<file path="config.mk">
export PLATFORM = sky130hd
export DESIGN_NAME = error_event_arbiter
export DESIGN_NICKNAME = d
export VERILOG_FILES = /design/src/rtl/err_arb_pkg.sv /design/src/rtl/error_event_arbiter_fifo.sv /design/src/rtl/error_event_arbiter.sv
export SDC_FILE = /design/constraint.sdc
export NUM_CORES = 1
export LEC_CHECK = 0
export BUFFER_PORTS_ARGS = -buffer_cell sky130_fd_sc_hd__buf_4
export CAP_MARGIN = 20
export CORE_MARGIN = 2
export CORE_UTILIZATION = 53
export DETAILED_ROUTE_END_ITERATION = 10
export GPL_ROUTABILITY_DRIVEN = 1
export PLACE_DENSITY = 0.78
export RECOVER_POWER = 50
export SETUP_SLACK_MARGIN = 0.4
export SLEW_MARGIN = 20
export SYNTH_ARGS = -nofsm -noshare
export SYNTH_HDL_FRONTEND = slang
export SYNTH_HIERARCHICAL = 1
export SYNTH_SLANG_ARGS = --single-unit
</file>
<file path="constraint.sdc">
create_clock -name clk -period 3.2 [get_ports clk]
set_clock_uncertainty 0.2 [all_clocks]
set_input_delay 0.32 -clock clk [delete_from_list [all_inputs] [get_ports clk]]
set_output_delay 0.32 -clock clk [all_outputs]
set_load 0.005 [all_outputs]
</file>
<file path="src/rtl/err_arb_pkg.sv">
// err_arb_pkg: shared sizes and the log record type for the error event arbiter
package err_arb_pkg;
  localparam int N_SRC = 4;
  localparam int ID_W = 8;
  localparam int FIFO_DEPTH = 4;
  localparam int SRC_W = $clog2(N_SRC);
  localparam int PTR_W = $clog2(FIFO_DEPTH);
  typedef struct packed {
    logic [SRC_W-1:0] src;
    logic [ID_W-1:0]  id;
  } err_rec_t;
endpackage

</file>
<file path="src/rtl/error_event_arbiter_fifo.sv">
// err_log_fifo: synchronous log buffer of error records with same-cycle push and pop
module err_log_fifo
  import err_arb_pkg::*;
(
  input  logic     clk,
  input  logic     rst,
  input  logic     push,
  input  logic     pop,
  input  err_rec_t din,
  output err_rec_t dout,
  output logic     full,
  output logic     empty
);
  err_rec_t mem_q [FIFO_DEPTH];
  logic [PTR_W-1:0] wr_q, wr_d, rd_q, rd_d;
  logic [PTR_W:0] cnt_q, cnt_d;
  assign full = cnt_q == (PTR_W+1)'(FIFO_DEPTH);
  assign empty = cnt_q == '0;
  assign dout = mem_q[rd_q];
  // pointers wrap naturally because the depth is a power of two
  always_comb begin
    wr_d = push ? wr_q + PTR_W'(1) : wr_q;
    rd_d = pop ? rd_q + PTR_W'(1) : rd_q;
    cnt_d = cnt_q + (PTR_W+1)'(push) - (PTR_W+1)'(pop);
  end
  // pointer and occupancy registers
  always_ff @(posedge clk) begin
    if (rst) begin
      wr_q <= '0;
      rd_q <= '0;
      cnt_q <= '0;
    end else begin
      wr_q <= wr_d;
      rd_q <= rd_d;
      cnt_q <= cnt_d;
    end
  end
  // storage is not reset; occupancy decides what is visible
  always_ff @(posedge clk) begin
    if (push) mem_q[wr_q] <= din;
  end
endmodule

</file>
<file path="src/rtl/error_event_arbiter.sv">
// error_event_arbiter: round-robin serialiser of error events into a log FIFO with count/first/last capture
module error_event_arbiter
  import err_arb_pkg::*;
#(
  parameter int CNT_W = 16
) (
  input  logic                  clk,
  input  logic                  rst,
  input  logic [N_SRC-1:0]      i_err_valid,
  input  logic [N_SRC*ID_W-1:0] i_err_id,
  output logic [N_SRC-1:0]      o_err_ready,
  output logic                  o_log_valid,
  output logic [SRC_W-1:0]      o_log_src,
  output logic [ID_W-1:0]       o_log_id,
  input  logic                  i_log_ready,
  input  logic                  i_clear,
  output logic [CNT_W-1:0]      o_err_count,
  output logic                  o_first_valid,
  output logic [ID_W-1:0]       o_first_id,
  output logic [ID_W-1:0]       o_last_id,
  output logic                  o_saturated
);
  logic [SRC_W-1:0] ptr_q, ptr_d, gnt;
  logic [CNT_W-1:0] cnt_q, cnt_d, base_cnt;
  logic [ID_W-1:0] first_id_q, first_id_d, last_id_q, last_id_d, acc_id;
  logic first_valid_q, first_valid_d, sat_q, sat_d, base_fv, base_sat;
  logic found, accept, pop, full, empty;
  err_rec_t head;
  // scan from ptr downwards-last so the lowest offset from ptr wins
  always_comb begin
    found = 1'b0;
    gnt = '0;
    for (int i = N_SRC - 1; i >= 0; i--) begin
      if (i_err_valid[(int'(ptr_q) + i) % N_SRC]) begin
        found = 1'b1;
        gnt = SRC_W'((int'(ptr_q) + i) % N_SRC);
      end
    end
  end
  assign pop = !empty & i_log_ready;
  assign accept = found & (!full | pop) & !rst;
  assign acc_id = i_err_id[int'(gnt)*ID_W +: ID_W];
  assign o_err_ready = accept ? {{(N_SRC-1){1'b0}}, 1'b1} << gnt : '0;
  // clear applies first so a same-cycle accept lands on the cleared state
  always_comb begin
    base_cnt = i_clear ? '0 : cnt_q;
    base_fv = i_clear ? 1'b0 : first_valid_q;
    base_sat = i_clear ? 1'b0 : sat_q;
    cnt_d = accept && !(&base_cnt) ? base_cnt + CNT_W'(1) : base_cnt;
    sat_d = base_sat | (accept & (&base_cnt));
    first_valid_d = base_fv | accept;
    first_id_d = accept && !base_fv ? acc_id : first_id_q;
    last_id_d = accept ? acc_id : last_id_q;
    ptr_d = !accept ? ptr_q : int'(gnt) == N_SRC - 1 ? '0 : gnt + SRC_W'(1);
  end
  // state registers
  always_ff @(posedge clk) begin
    if (rst) begin
      ptr_q <= '0;
      cnt_q <= '0;
      sat_q <= 1'b0;
      first_valid_q <= 1'b0;
      first_id_q <= '0;
      last_id_q <= '0;
    end else begin
      ptr_q <= ptr_d;
      cnt_q <= cnt_d;
      sat_q <= sat_d;
      first_valid_q <= first_valid_d;
      first_id_q <= first_id_d;
      last_id_q <= last_id_d;
    end
  end
  err_log_fifo u_fifo (
    .clk  (clk),
    .rst  (rst),
    .push (accept),
    .pop  (pop),
    .din  ('{src: gnt, id: acc_id}),
    .dout (head),
    .full (full),
    .empty(empty)
  );
  assign o_log_valid = !empty;
  assign o_log_src = head.src;
  assign o_log_id = head.id;
  assign o_err_count = cnt_q;
  assign o_first_valid = first_valid_q;
  assign o_first_id = first_id_q;
  assign o_last_id = last_id_q;
  assign o_saturated = sat_q;
endmodule

</file>
==> flow_metrics.py <==
metrics = {
    "worst_setup_path": {
        "critical_path_required_ns": 2.68,
        "end_kind": "primary output",
        "path_max_fanout": 11,
        "arrival_ns": 2.15,
        "cp-start-kind": "flop",
        "crit_type": "flop to primary output",
    },
    "cts": {
        "clockBufferDepth": 2,
        "clock_sinks": 85,
        "cts_root_buf": "clkbuf_8",
        "cts_inserted_buffers": 9,
        "ctsHoldBuffers": 0,
        "cts_tree": "built",
        "clk_pin_slew_ns": 0.09,
        "htreeDepth": 3,
        "clk_latency_ns": 0.35,
    },
    "cells_and_area": {
        "diodes": 0,
        "drive_above_1_share": 0.3293,
        "final_nets": 463,
        "synthToLayoutAreaGrowth_pct": 21.42,
    },
    "sta": {
        "min_period_ns": 2.666,
        "fin_crit_sh": 0.8331,
        "max_freq_ghz": 0.3751,
        "worst-slew-pin-transition_ns": 0.6772,
        "drv_slew": 0,
        "finalSetupViolations": 0,
        "finalSetupTns_ns": 0,
        "slew_headroom": 0.5479,
        "rsz0062_at_grt": "false",
        "hold_viol": 0,
    },
    "pwr": {
        "powerDensity_nw_per_um2": 723.4,
        "max-vdd-ir-drop_mv": 0.2578,
        "power.total_mw": 3.565,
        "leakage_nw": 1.900,
    },
    "drt": {
        "first_pass_iters": 5,
        "wl_per_cell_um": 17.97,
        "drt_iter0_markers": 146,
        "via_per_inst": 5.678,
        "ant_nets": 0,
        "num_vias": 2924,
        "wl_met2_um": 4883,
        "wirelength_um": 9254,
        "wl_met3_um": 398,
        "drc": 0,
        "dr.max_layer_used": "met4",
        "drt-met1-wl_um": 3791,
    },
    "synthesis": {
        "synth_fp_nets": 373,
        "syn_area_um2": 4059,
        "synth_edf_count": 40,
        "yosysUniqueCellTypes": 54,
        "ys_seq_area_frac": 0.5179,
        "async_reset_ff_frac": 0,
        "synth_cells": 321,
        "ys.warnings.count": 6,
        "synthFlopType": "dfxtp_1",
        "synth-seq-cells": 85,
        "synth_top_area_share": 0.2959,
        "syn_area_per_cell_um2": 12.64,
        "yosys.area.top_type": "edfxtp_1",
        "synth.top_cells.by_area": "edfxtp_1 (30%), dfxtp_1 (22%), mux2_2 (6.7%)",
    },
    "die": {
        "die_h_um": 91.51,
        "core-area_um2": 7331,
        "fp.dieW_um": 91.51,
        "rows": 31,
        "die_area_um2": 8374,
        "initial_utilization": 0.5537,
        "pin_count": 89,
    },
    "global_route": {
        "grt_overflow": 0,
        "grt_pass1_vias": 2894,
        "grt_pass1_wl_um": 14640,
        "grt_start_max_net_pins": 39,
        "grt_usage": 0.2283,
        "antenna_found_initial": 0,
    },
    "run_status": {
        "status": "finished clean",
    },
    "place": {
        "portBuffers": 88,
        "place.gp.congestion": 0.8122,
        "dp_hpwl_um": 6726,
    },
    "flow_run": {
        "maxCapViolations": 0,
    },
    "hold_path": {
        "min_path_type": "input port to flop",
    },
}
## synthesized netlist by cell type, types with 7 or more instances
cell	instances
and2_1	11
a221o_1	18
ha_1	11
o21ai_0	7
mux2_2	24
dfxtp_1	45
edfxtp_1	40
a21oi_1	12
inv_1	19
nor2b_1	7
nor3b_1	8
and3b_1	8
nand2_1	8
mux4_2	10
nor2_1	20
## flip-flops by register name, indices dropped and copies added (netlist names), named ones only
| register | count |
|---|---|
| ptr_q | 2 |
| u_fifo/rd_q | 2 |
| o_saturated | 1 |
| o_first_valid | 1 |
| o_err_count | 16 |
| o_last_id | 8 |
| u_fifo/cnt_q | 3 |
| u_fifo/mem_q | 40 |
| u_fifo/wr_q | 2 |
| o_first_id | 8 |
## power breakdown
group	switching [mW]	internal, mW
Sequential	0.132	1.41
Clock	0.414	0.371
Combinational	0.570	0.663
Total	1.12	2.45
## what timing repair did
| action | 4_1_cts | 5_1_grt |
|---|---|---|
| endpoints found under the setup margin | 0 | 4 |
| buffers inserted | 0 | 0 |
| resized for setup | 0 | 1 |
## worst paths after layout
| path | startpoint | endpoint | slack, ns | cells after the start |
|---|---|---|---|---|
| worst min register to register | o_saturated | o_saturated | 0.30 | 2 |
| worst max-delay path | ptr_q[1] | o_err_ready[3] | 0.53 | 7 |
| worst max register to register | u_fifo/cnt_q[1] | o_first_id[2] | 0.55 | 7 |
| worst min-delay path | i_clear | o_err_count[5] | 0.15 | 4 |
## cell type report
| type | count | area, µm² |
|---|---|---|
| fill | 570 | 2402 |
| sequential | 85 | 2102 |
| multi-input combinational | 204 | 1740 |
| timing repair buffer | 91 | 676.9 |
| clock buffer | 9 | 123.9 |
| tap | 99 | 123.9 |
| clock inverter | 7 | 81.33 |
| inverter | 20 | 80.08 |
## metal layers
metal | global-route usage | vias up
met3 | 0.04398 | 16
met4 | 0.09091 | 0
met1 | 0.2758 | 1429
li1 | - | 1388
met5 | 0 | -
met2 | 0.3995 | 91
## layout by cell type, fill, tap and decap left out, types with 4 or more instances in the layout
cell type,instances
ha_1,11
and3b_1,8
dfxtp_1,45
clkbuf_8,9
nor3b_1,8
a221o_1,18
edfxtp_1,40
mux4_2,10
nor3_1,4
mux2_1,7
or3_1,6
a21oi_1,12
xnor2_1,6
clkbuf_4,30
nand3_1,4
nor2_1,20
and2_1,11
nand2_1,8
inv_1,19
mux2_2,17
nor2b_1,7
buf_4,55
o21ai_0,8
clkbuf_1,5
## critical path, cell delays in order (launching register included)
cell     delay (ns)
dfxtp_1        0.39
inv_1          0.08
a221o_1        0.27
a21oi_2        0.36
buf_4          0.29
ha_1           0.18
and2_1         0.13
buf_4          0.11
## metrics by stage
stage	cells	hold slack [ns]	util	setup slack, ns	cell area [µm²]
final	515	0.1510	0.6723	0.5341	4928
after global routing	515	0.1555	0.6723	0.3463	4928
after CTS	515	0.1376	0.6813	0.4568	4995
after detailed placement	499	0.2919	0.6534	0.5089	4790
after global placement	499	0.2832	0.6534	0.5871	4790
after floorplan	321	0.1916	-	0.6094	4059
## kinds of logic after synthesis
group                    count (synthesis)  share of synthesized area
AO/OA/AOI/OAI                           51                     0.1048
XOR/XNOR                                10                    0.02528
buffers and inverters                   32                    0.04161
adder cells (fa/ha/maj)                 12                    0.03884
AND/OR/NAND/NOR                         95                     0.1446
multiplexers                            36                     0.1270
flip-flops                              85                     0.5179
No activity file was read; power rests on OpenSTA's default activity.
